File: src/rtl/pa_soc_dbus_arb_pkg.sv
// Shared types and widths for the two-master data-bus arbiter.
package pa_soc_dbus_arb_pkg;

  typedef enum logic [1:0] {
    ST_IDLE  = 2'd0,
    ST_ISSUE = 2'd1,
    ST_WAIT  = 2'd2,
    ST_DONE  = 2'd3
  } arb_state_e;

  localparam int LAT_CNT_W  = 3;
  localparam int LOCK_CNT_W = 8;

endpackage

File: src/rtl/pa_soc_dbus_arb_rr.sv
// Two-way round-robin picker with bounded lock retention; owns the priority
// pointer and the consecutive-retained-grant counter.
module pa_soc_arb_rr
  import pa_soc_dbus_arb_pkg::*;
#(
  parameter int LOCK_MAX = 16
) (
  input  logic       clk,
  input  logic       rst,
  input  logic [1:0] req,
  input  logic [1:0] lock,
  input  logic       done,
  input  logic       winner,
  output logic [1:0] pick
);

  logic                  ptr;
  logic [LOCK_CNT_W-1:0] lock_cnt;
  logic                  other;
  logic                  retain;

  assign other  = ~winner;
  assign retain = lock[winner] & req[winner] & (lock_cnt < LOCK_CNT_W'(LOCK_MAX));

  // NOTE: state registers use non-blocking assignments so every flop samples
  // pre-edge values regardless of statement order.
  always_ff @(posedge clk or posedge rst) begin
    if (rst) begin
      ptr      <= 1'b0;
      lock_cnt <= '0;
    end else if (done) begin
      if (retain) begin
        ptr      <= winner;
        lock_cnt <= req[other] ? lock_cnt + LOCK_CNT_W'(1) : '0;
      end else begin
        ptr      <= other;
        lock_cnt <= '0;
      end
    end
  end

  // NOTE: pick gets a default before the case so no path leaves it unassigned,
  // which would otherwise infer a latch.
  always_comb begin
    pick = 2'b00;
    case (req)
      2'b01:   pick = 2'b01;
      2'b10:   pick = 2'b10;
      2'b11:   pick = ptr ? 2'b10 : 2'b01;
      default: pick = 2'b00;
    endcase
  end

endmodule

File: src/rtl/pa_soc_dbus_arb.sv
// Shares the single slave data path between the core data port (m0) and a
// second master (m1): one slave strobe per request, read wait states, ready pulse.
module pa_soc_dbus_arb
  import pa_soc_dbus_arb_pkg::*;
#(
  parameter int ADDR_W   = 32,
  parameter int DATA_W   = 32,
  parameter int RD_LAT   = 1,
  parameter int LOCK_MAX = 16
) (
  input  logic              clk_i,
  input  logic              rst_i,
  input  logic              m0_req_i,
  input  logic              m0_lock_i,
  input  logic [ADDR_W-1:0] m0_addr_i,
  input  logic              m0_rd_i,
  input  logic              m0_we_i,
  input  logic [2:0]        m0_size_i,
  input  logic [DATA_W-1:0] m0_data_i,
  output logic [DATA_W-1:0] m0_data_o,
  output logic              m0_ready_o,
  input  logic              m1_req_i,
  input  logic              m1_lock_i,
  input  logic [ADDR_W-1:0] m1_addr_i,
  input  logic              m1_rd_i,
  input  logic              m1_we_i,
  input  logic [2:0]        m1_size_i,
  input  logic [DATA_W-1:0] m1_data_i,
  output logic [DATA_W-1:0] m1_data_o,
  output logic              m1_ready_o,
  output logic [ADDR_W-1:0] s_addr_o,
  output logic              s_rd_o,
  output logic              s_we_o,
  output logic [2:0]        s_size_o,
  output logic [DATA_W-1:0] s_data_o,
  input  logic [DATA_W-1:0] s_data_i,
  output logic [1:0]        gnt_o
);

  arb_state_e            state, state_nxt;
  logic                  win;   // 0 = m0, 1 = m1
  logic                  rd_q;  // a true read: rd without we
  logic                  we_q;
  logic [LAT_CNT_W-1:0]  lat_cnt;
  logic                  lat_last;
  logic [1:0]            pick;
  logic                  take;

  assign take     = (state == ST_IDLE) && (pick != 2'b00);
  assign lat_last = (lat_cnt == LAT_CNT_W'(RD_LAT - 1));

  pa_soc_arb_rr #(.LOCK_MAX(LOCK_MAX)) u_rr (
    .clk    (clk_i),
    .rst    (rst_i),
    .req    ({m1_req_i, m0_req_i}),
    .lock   ({m1_lock_i, m0_lock_i}),
    .done   (state == ST_DONE),
    .winner (win),
    .pick   (pick)
  );

  always_ff @(posedge clk_i or posedge rst_i) begin
    if (rst_i) state <= ST_IDLE;
    else       state <= state_nxt;
  end

  always_comb begin
    state_nxt = state;
    case (state)
      ST_IDLE:  if (take) state_nxt = ST_ISSUE;
      ST_ISSUE: state_nxt = rd_q ? ST_WAIT : ST_DONE;
      ST_WAIT:  if (lat_last) state_nxt = ST_DONE;
      ST_DONE:  state_nxt = ST_IDLE;
      default:  state_nxt = ST_IDLE;
    endcase
  end

  // NOTE: the field and read-data registers drive ports that must read 0 in
  // reset, so they are reset like control state rather than left free-running.
  always_ff @(posedge clk_i or posedge rst_i) begin
    if (rst_i) begin
      win       <= 1'b0;
      rd_q      <= 1'b0;
      we_q      <= 1'b0;
      s_addr_o  <= '0;
      s_size_o  <= '0;
      s_data_o  <= '0;
      lat_cnt   <= '0;
      m0_data_o <= '0;
      m1_data_o <= '0;
    end else begin
      if (take) begin
        win <= pick[1];
        if (pick[1]) begin
          s_addr_o <= m1_addr_i;
          s_size_o <= m1_size_i;
          s_data_o <= m1_data_i;
          rd_q     <= m1_rd_i & ~m1_we_i;
          we_q     <= m1_we_i;
        end else begin
          s_addr_o <= m0_addr_i;
          s_size_o <= m0_size_i;
          s_data_o <= m0_data_i;
          rd_q     <= m0_rd_i & ~m0_we_i;
          we_q     <= m0_we_i;
        end
      end
      if (state == ST_ISSUE) begin
        lat_cnt <= '0;
      end else if (state == ST_WAIT) begin
        lat_cnt <= lat_cnt + LAT_CNT_W'(1);
        if (lat_last) begin
          if (win) m1_data_o <= s_data_i;
          else     m0_data_o <= s_data_i;
        end
      end
    end
  end

  assign s_rd_o     = (state == ST_ISSUE) & rd_q;
  assign s_we_o     = (state == ST_ISSUE) & we_q;
  assign gnt_o      = (state == ST_IDLE) ? 2'b00 : {win, ~win};
  assign m0_ready_o = (state == ST_DONE) & ~win;
  assign m1_ready_o = (state == ST_DONE) & win;

endmodule
File: config.mk
export PLATFORM = sky130hd
export DESIGN_NAME = pa_soc_dbus_arb
export DESIGN_NICKNAME = d
export VERILOG_FILES = /design/src/rtl/pa_soc_dbus_arb_pkg.sv /design/src/rtl/pa_soc_dbus_arb_rr.sv /design/src/rtl/pa_soc_dbus_arb.sv
export SDC_FILE = /design/constraint.sdc
export NUM_CORES = 1
export LEC_CHECK = 0
export CAP_MARGIN = 20
export CORE_MARGIN = 5
export CORE_UTILIZATION = 38
export CTS_BUF_LIST = sky130_fd_sc_hd__clkbuf_4
export DETAILED_ROUTE_END_ITERATION = 10
export PLACE_DENSITY = 0.84
export SLEW_MARGIN = 15
export SYNTH_ARGS = -nofsm -noshare
export SYNTH_HDL_FRONTEND = slang
export SYNTH_HIERARCHICAL = 1
export SYNTH_SLANG_ARGS = --single-unit
File: constraint.sdc
create_clock -name clk_i -period 4.82 [get_ports clk_i]
set_clock_uncertainty 0.2 [all_clocks]
set_input_delay 0.964 -clock clk_i [delete_from_list [all_inputs] [get_ports clk_i]]
set_output_delay 0.964 -clock clk_i [all_outputs]
set_load 0.05 [all_outputs]
-- Yosys cells after proc, flatten, opt, wreduce, memory -nomap -nowiden
Index checks and enable logic that the tools add are counted.
- register bits after elaboration: 148
- input port bits: 176
- output and inout port bits: 137
- $add $sub $neg: 2
- order comparisons: 3
- eq/ne operators: 8
- muxes and demuxes: 23
- bitwise logic cells: 12
- reductions and logical operators: 8
- operators by type and width (cell ; count):
    32-bit 2-to-1 mux ; 2
    8-bit 2-to-1 mux ; 2
    1-bit 2-to-1 mux ; 10
    3-bit 2-to-1 mux ; 3
    8-bit by 1-bit adder with 8-bit output, second input constant ; 1
    1-bit AND ; 8
    2-bit equality test, second input constant ; 4
    8-bit by 5-bit less-than comparator with 1-bit output, second input constant ; 1
    2-bit 2-to-1 mux ; 4
    2-bit one-hot mux with 4 select lines ; 1
    4-bit AND reduction ; 2
    2-bit one-hot mux with 3 select lines ; 1
    2-bit by 1-bit equality test with 1-bit output, second input constant ; 2
    1-bit by 2-bit less-than comparator with 1-bit output, second input constant ; 2
    2-bit inequality test, second input constant ; 2
    1-bit NOT ; 4
    2-bit nonzero test ; 2
    3-bit by 1-bit adder with 3-bit output, second input constant ; 1
    3-bit logical NOT ; 1
    2-bit logical NOT ; 1
    2-bit AND reduction ; 1
    1-bit logical AND ; 1

-- Depth between registers and ports, before layout
- depth after elaboration: 6
- mapped depth: 9

-- Cells and area by module
The synthesis kept the hierarchy.
- by module, submodules not included (module ; times used ; cells an instance ; area each (µm²) ; sequential area each (µm²)):
    pa_soc_dbus_arb ; 1 ; 485 ; 6129.6 ; 3478.3
    pa_soc_arb_rr ; 1 ; 52 ; 525.5 ; 225.2

-- Worst setup path before layout
Ideal clock, no wire load.
- kind: register to output
- from: reg state[0]
- to: out gnt_o[1]
- arrival: 1.460 ns
- required time: 3.656 ns
- setup slack: 2.196 ns
- stages on the path, launching flop included: 4
- path buffers: 0
- path through: dfrtp_1 > inv_1 > ha_1 > nor2b_1
- word-level cells in the longest chain between the ends: 2
- RTL lines (item ; RTL line ; source):
    start, declared ; pa_soc_dbus_arb.sv:40 ; arb_state_e state, state_nxt;
    start signal, assigned ; pa_soc_dbus_arb.sv:64 ; else state <= state_nxt;
    2-bit logical NOT ; pa_soc_dbus_arb.sv:122 ; assign gnt_o = (state == ST_IDLE) ? 2'b00 : {win, ~win};
    2-bit 2-to-1 mux ; pa_soc_dbus_arb.sv:122 ;
    end, declared ; pa_soc_dbus_arb.sv:37 ; output logic [1:0] gnt_o
Every way passes these cells.

-- Worst setup path after layout
- from: reg state[0]
- to: out m0_ready_o
- word-level cells in the longest chain between the ends: 2
- RTL lines (item ; RTL line ; source):
    2-bit equality test ; pa_soc_dbus_arb.sv:123 ; assign m0_ready_o = (state == ST_DONE) & ~win;
    1-bit AND ; pa_soc_dbus_arb.sv:123 ;
    end, declared ; pa_soc_dbus_arb.sv:21 ; output logic m0_ready_o,
Every way passes these cells.

==> reports/qor.yml <==
start_util_pct: 38.6
ys.flop_type: "dfrtp_1"
cts-hold-fix-buffers: 0
synth_fa_ha_area_share_pct: 1.69
p_seq_share_pct: 28.6
postLayoutCoreUtil_pct: 59.5
tritoncts: "done"
clock_latency_ns: 0.52
max_slew_margin_pct: 26.7
finalHoldViolations: 0
vias: 5158
yosysTopAreaCellShare_pct: 55.6
ys_seq_area_share_pct: 55.6
ctsResizeCount: 0
dp.cells: 1047
tns_ns: 0
synth_top_family_by_area: "multiplexers"
irDropWorstVdd_mv: 0.498
boundaryPins: 313
synthMuxAreaShare_pct: 23.1
power_mw: 7.55
rows: 48
die_h_um: 142
synth_xor_area_share_pct: 0
path_max_fanout: 17
rsz0062_at_grt: "no"
hold_class: "register to register"
cp-end-kind: "output pin"
power_frac_comb_pct: 60.9
wl_per_cell_um: 16.9
synth.area.top_cells: "dfrtp_1 56%, mux2i_1 10%, mux2_4 6.8%"
syn_nets: 722
p_sw_share_pct: 48.9
fin_nets: 1027
core_area_um2: 17200
synth_compound_area_share_pct: 7.84
grt_pass1_vias: 5349
p_int_mw: 3.85
async_reset_ff_share_pct: 100
postSynthAreaPerCell_um2: 12.4
wl_mm: 18.3
instances_no_fill: 1078
viasPerCell: 4.78
switchingPower_mw: 3.69
start_kind: "register"
synth_edf_count: 0
slew_viol_final: 0
max_freq_mhz: 274
path_class: "register to output pin"
layout-drive-gt1-share_pct: 13.0
yosys.area_share.simple_pct: 7.99
grt_usage_pct: 17.8
required_ns: 3.66
grt_max_degree: 140
cap_violations: 0
cts_root_buffer: "clkbuf_4"
synth_area_leader_cell: "dfrtp_1"
drc: 0
synth_cells: 537
grt_antenna_before_repair: 0
max_slew.worst_pin.slew_ns: 1.10
finalCriticalPeriod_ns: 3.65
synth_cell_types: 42
cts.path.max_buffers: 2
antenna_left: 0
synth-seq-cells: 148
p_per_area_nw_per_um2: 736
dr.pass1.iters: 4
clkSinkCount: 148
status: "complete, no violations"
die_area_um2: 20300
cp.arrival_ns: 2.49
clockPowerShare_pct: 10.6
setup-violations-final: 0
htree_levels: 4
overflow: 0
cts_buffers: 17
finalCritPeriodShare_pct: 75.8
dieWidth_um: 142
drt-initial-drc-count: 165
cts.reportedPaths.clkPinSlew_ns: 0.13
port_buffers: 312
synthToLayoutAreaGrowth_pct: 54.1
p_leak_nw: 4.54
syn-cell-area_um2: 6660
gp_congestion: 0.763
grt_pass1_wl_mm: 28.1
hpwl_mm: 14.2
diodes: 0
ys_warn_count: 6
post-cts-setup-buffers: 0
[final cells by class]
type                    count  area, um^2
fillers                  1432        6980
flip-flops and latches    148        3700
repair buffers            317        3210
multi-input cells         346        2730
well taps                 225         282
clock inverters            13         158
clock buffers              17         128
inverters                  12        48.8
[sequential cells by signal, summed over array words and instances, names as in the netlist]
| register | flops |
|---|---|
| u_rr/lock_cnt | 8 |
| s_size_o | 3 |
| u_rr/ptr | 1 |
| m0_data_o | 32 |
| state | 2 |
| m1_data_o | 32 |
| rd_q | 1 |
| s_data_o | 32 |
| win | 1 |
| we_q | 1 |
| lat_cnt | 3 |
| s_addr_o | 32 |
[cell usage after synthesis (4+ instances only)]
| cell type | n |
|---|---|
| dfrtp_1 | 148 |
| nand2_1 | 76 |
| o21ai_0 | 75 |
| mux2i_1 | 68 |
| mux2_2 | 36 |
| mux2_4 | 30 |
| buf_2 | 16 |
| inv_1 | 12 |
| ha_1 | 9 |
| clkbuf_1 | 7 |
| nor2_1 | 5 |
| nor2b_1 | 5 |
| nand4_1 | 4 |
[stage by stage]
| stage | area (um^2) | worst slack (ns) | hold slack, ns |
|---|---|---|---|
| detailed placement | 9940 | 1.33 | 0.269 |
| floorplan | 6660 | 1.92 | 0.242 |
| global placement | 9940 | 1.43 | 0.261 |
| finish | 10300 | 1.17 | 0.289 |
| global route | 10300 | 0.958 | 0.315 |
| CTS | 10200 | 1.10 | 0.298 |
[worst max-delay path, cell delays in order, from the launching register on]
cell,delay (ns)
dfrtp_1,0.44
ha_1,0.52
nor2b_1,0.19
clkdlybuf4s50_1,0.81
[power by group through the flow]
stage / combinational (mW) / clock (mW) / sequential [mW]
5_1_grt: 4.82 / 0.887 / 2.24
2_1_floorplan: 1.18 / 0 / 4.02
3_5_place_dp: 4.62 / 0 / 2.19
6_report: 4.59 / 0.798 / 2.16
3_3_place_gp: 4.55 / 0 / 2.16
4_1_cts: 4.63 / 0.833 / 2.16
[path summary, 6_finish.rpt]
path	depth (start not counted)	from	endpoint	slack, ns
worst min register to register	2	s_addr_o[7]$_DFFE_PP0P_	s_addr_o[7]$_DFFE_PP0P_	0.29
max in group asynchronous	3	rst_i	s_data_o[31]$_DFFE_PP0P_	3.04
worst max-delay path	3	state[0]$_DFFE_PP0P_	m0_ready_o	1.17
min in group asynchronous	2	rst_i	u_rr/lock_cnt[6]$_DFFE_PP0P_	0.57
worst min-delay path	2	s_addr_o[7]$_DFFE_PP0P_	s_addr_o[7]$_DFFE_PP0P_	0.29
worst max register to register	5	state[0]$_DFFE_PP0P_	m0_data_o[5]$_DFFE_PP0P_	2.19
[metal layers]
metal | share of wire [%] | track usage [%] | vias to the layer above
met4 | 1.8 | 5.40 | 0
li1 | - | - | 2490
met2 | 51 | 30.6 | 243
met1 | 39 | 21.1 | 2400
met3 | 9.1 | 6.35 | 25
met5 | 0 | 0 | -
[cells by family (layout without fill, tap and decap cells)]
kind of cell	count (synthesis)	count (layout)
DFF	148	148
buffers and inverters	43	359
muxes	134	134
AOI/OAI and AO/OA	94	94
and+or+nand+nor	109	109
adders and majority gates	9	9
[cell usage in the layout (no fill, tap or decap), types with 3 or more instances in the layout]
| cell | synthesis | routed |
|---|---|---|
| mux2_4 | 30 | 30 |
| mux2_2 | 36 | 36 |
| nand2_1 | 76 | 76 |
| a22oi_1 | 3 | 3 |
| nor2_1 | 5 | 5 |
| bufinv_16 | 0 | 3 |
| inv_1 | 12 | 11 |
| clkdlybuf4s50_1 | 0 | 312 |
| o22ai_1 | 3 | 3 |
| ha_1 | 9 | 9 |
| o21ai_0 | 75 | 75 |
| clkbuf_4 | 0 | 17 |
| clkinv_2 | 0 | 3 |
| nor2b_1 | 5 | 5 |
| mux2i_1 | 68 | 68 |
| nand2b_1 | 3 | 3 |
| clkinvlp_4 | 0 | 4 |
| nand4_1 | 4 | 4 |
| and2_1 | 3 | 3 |
| dfrtp_1 | 148 | 148 |
Power figures use the tool's default switching activity.
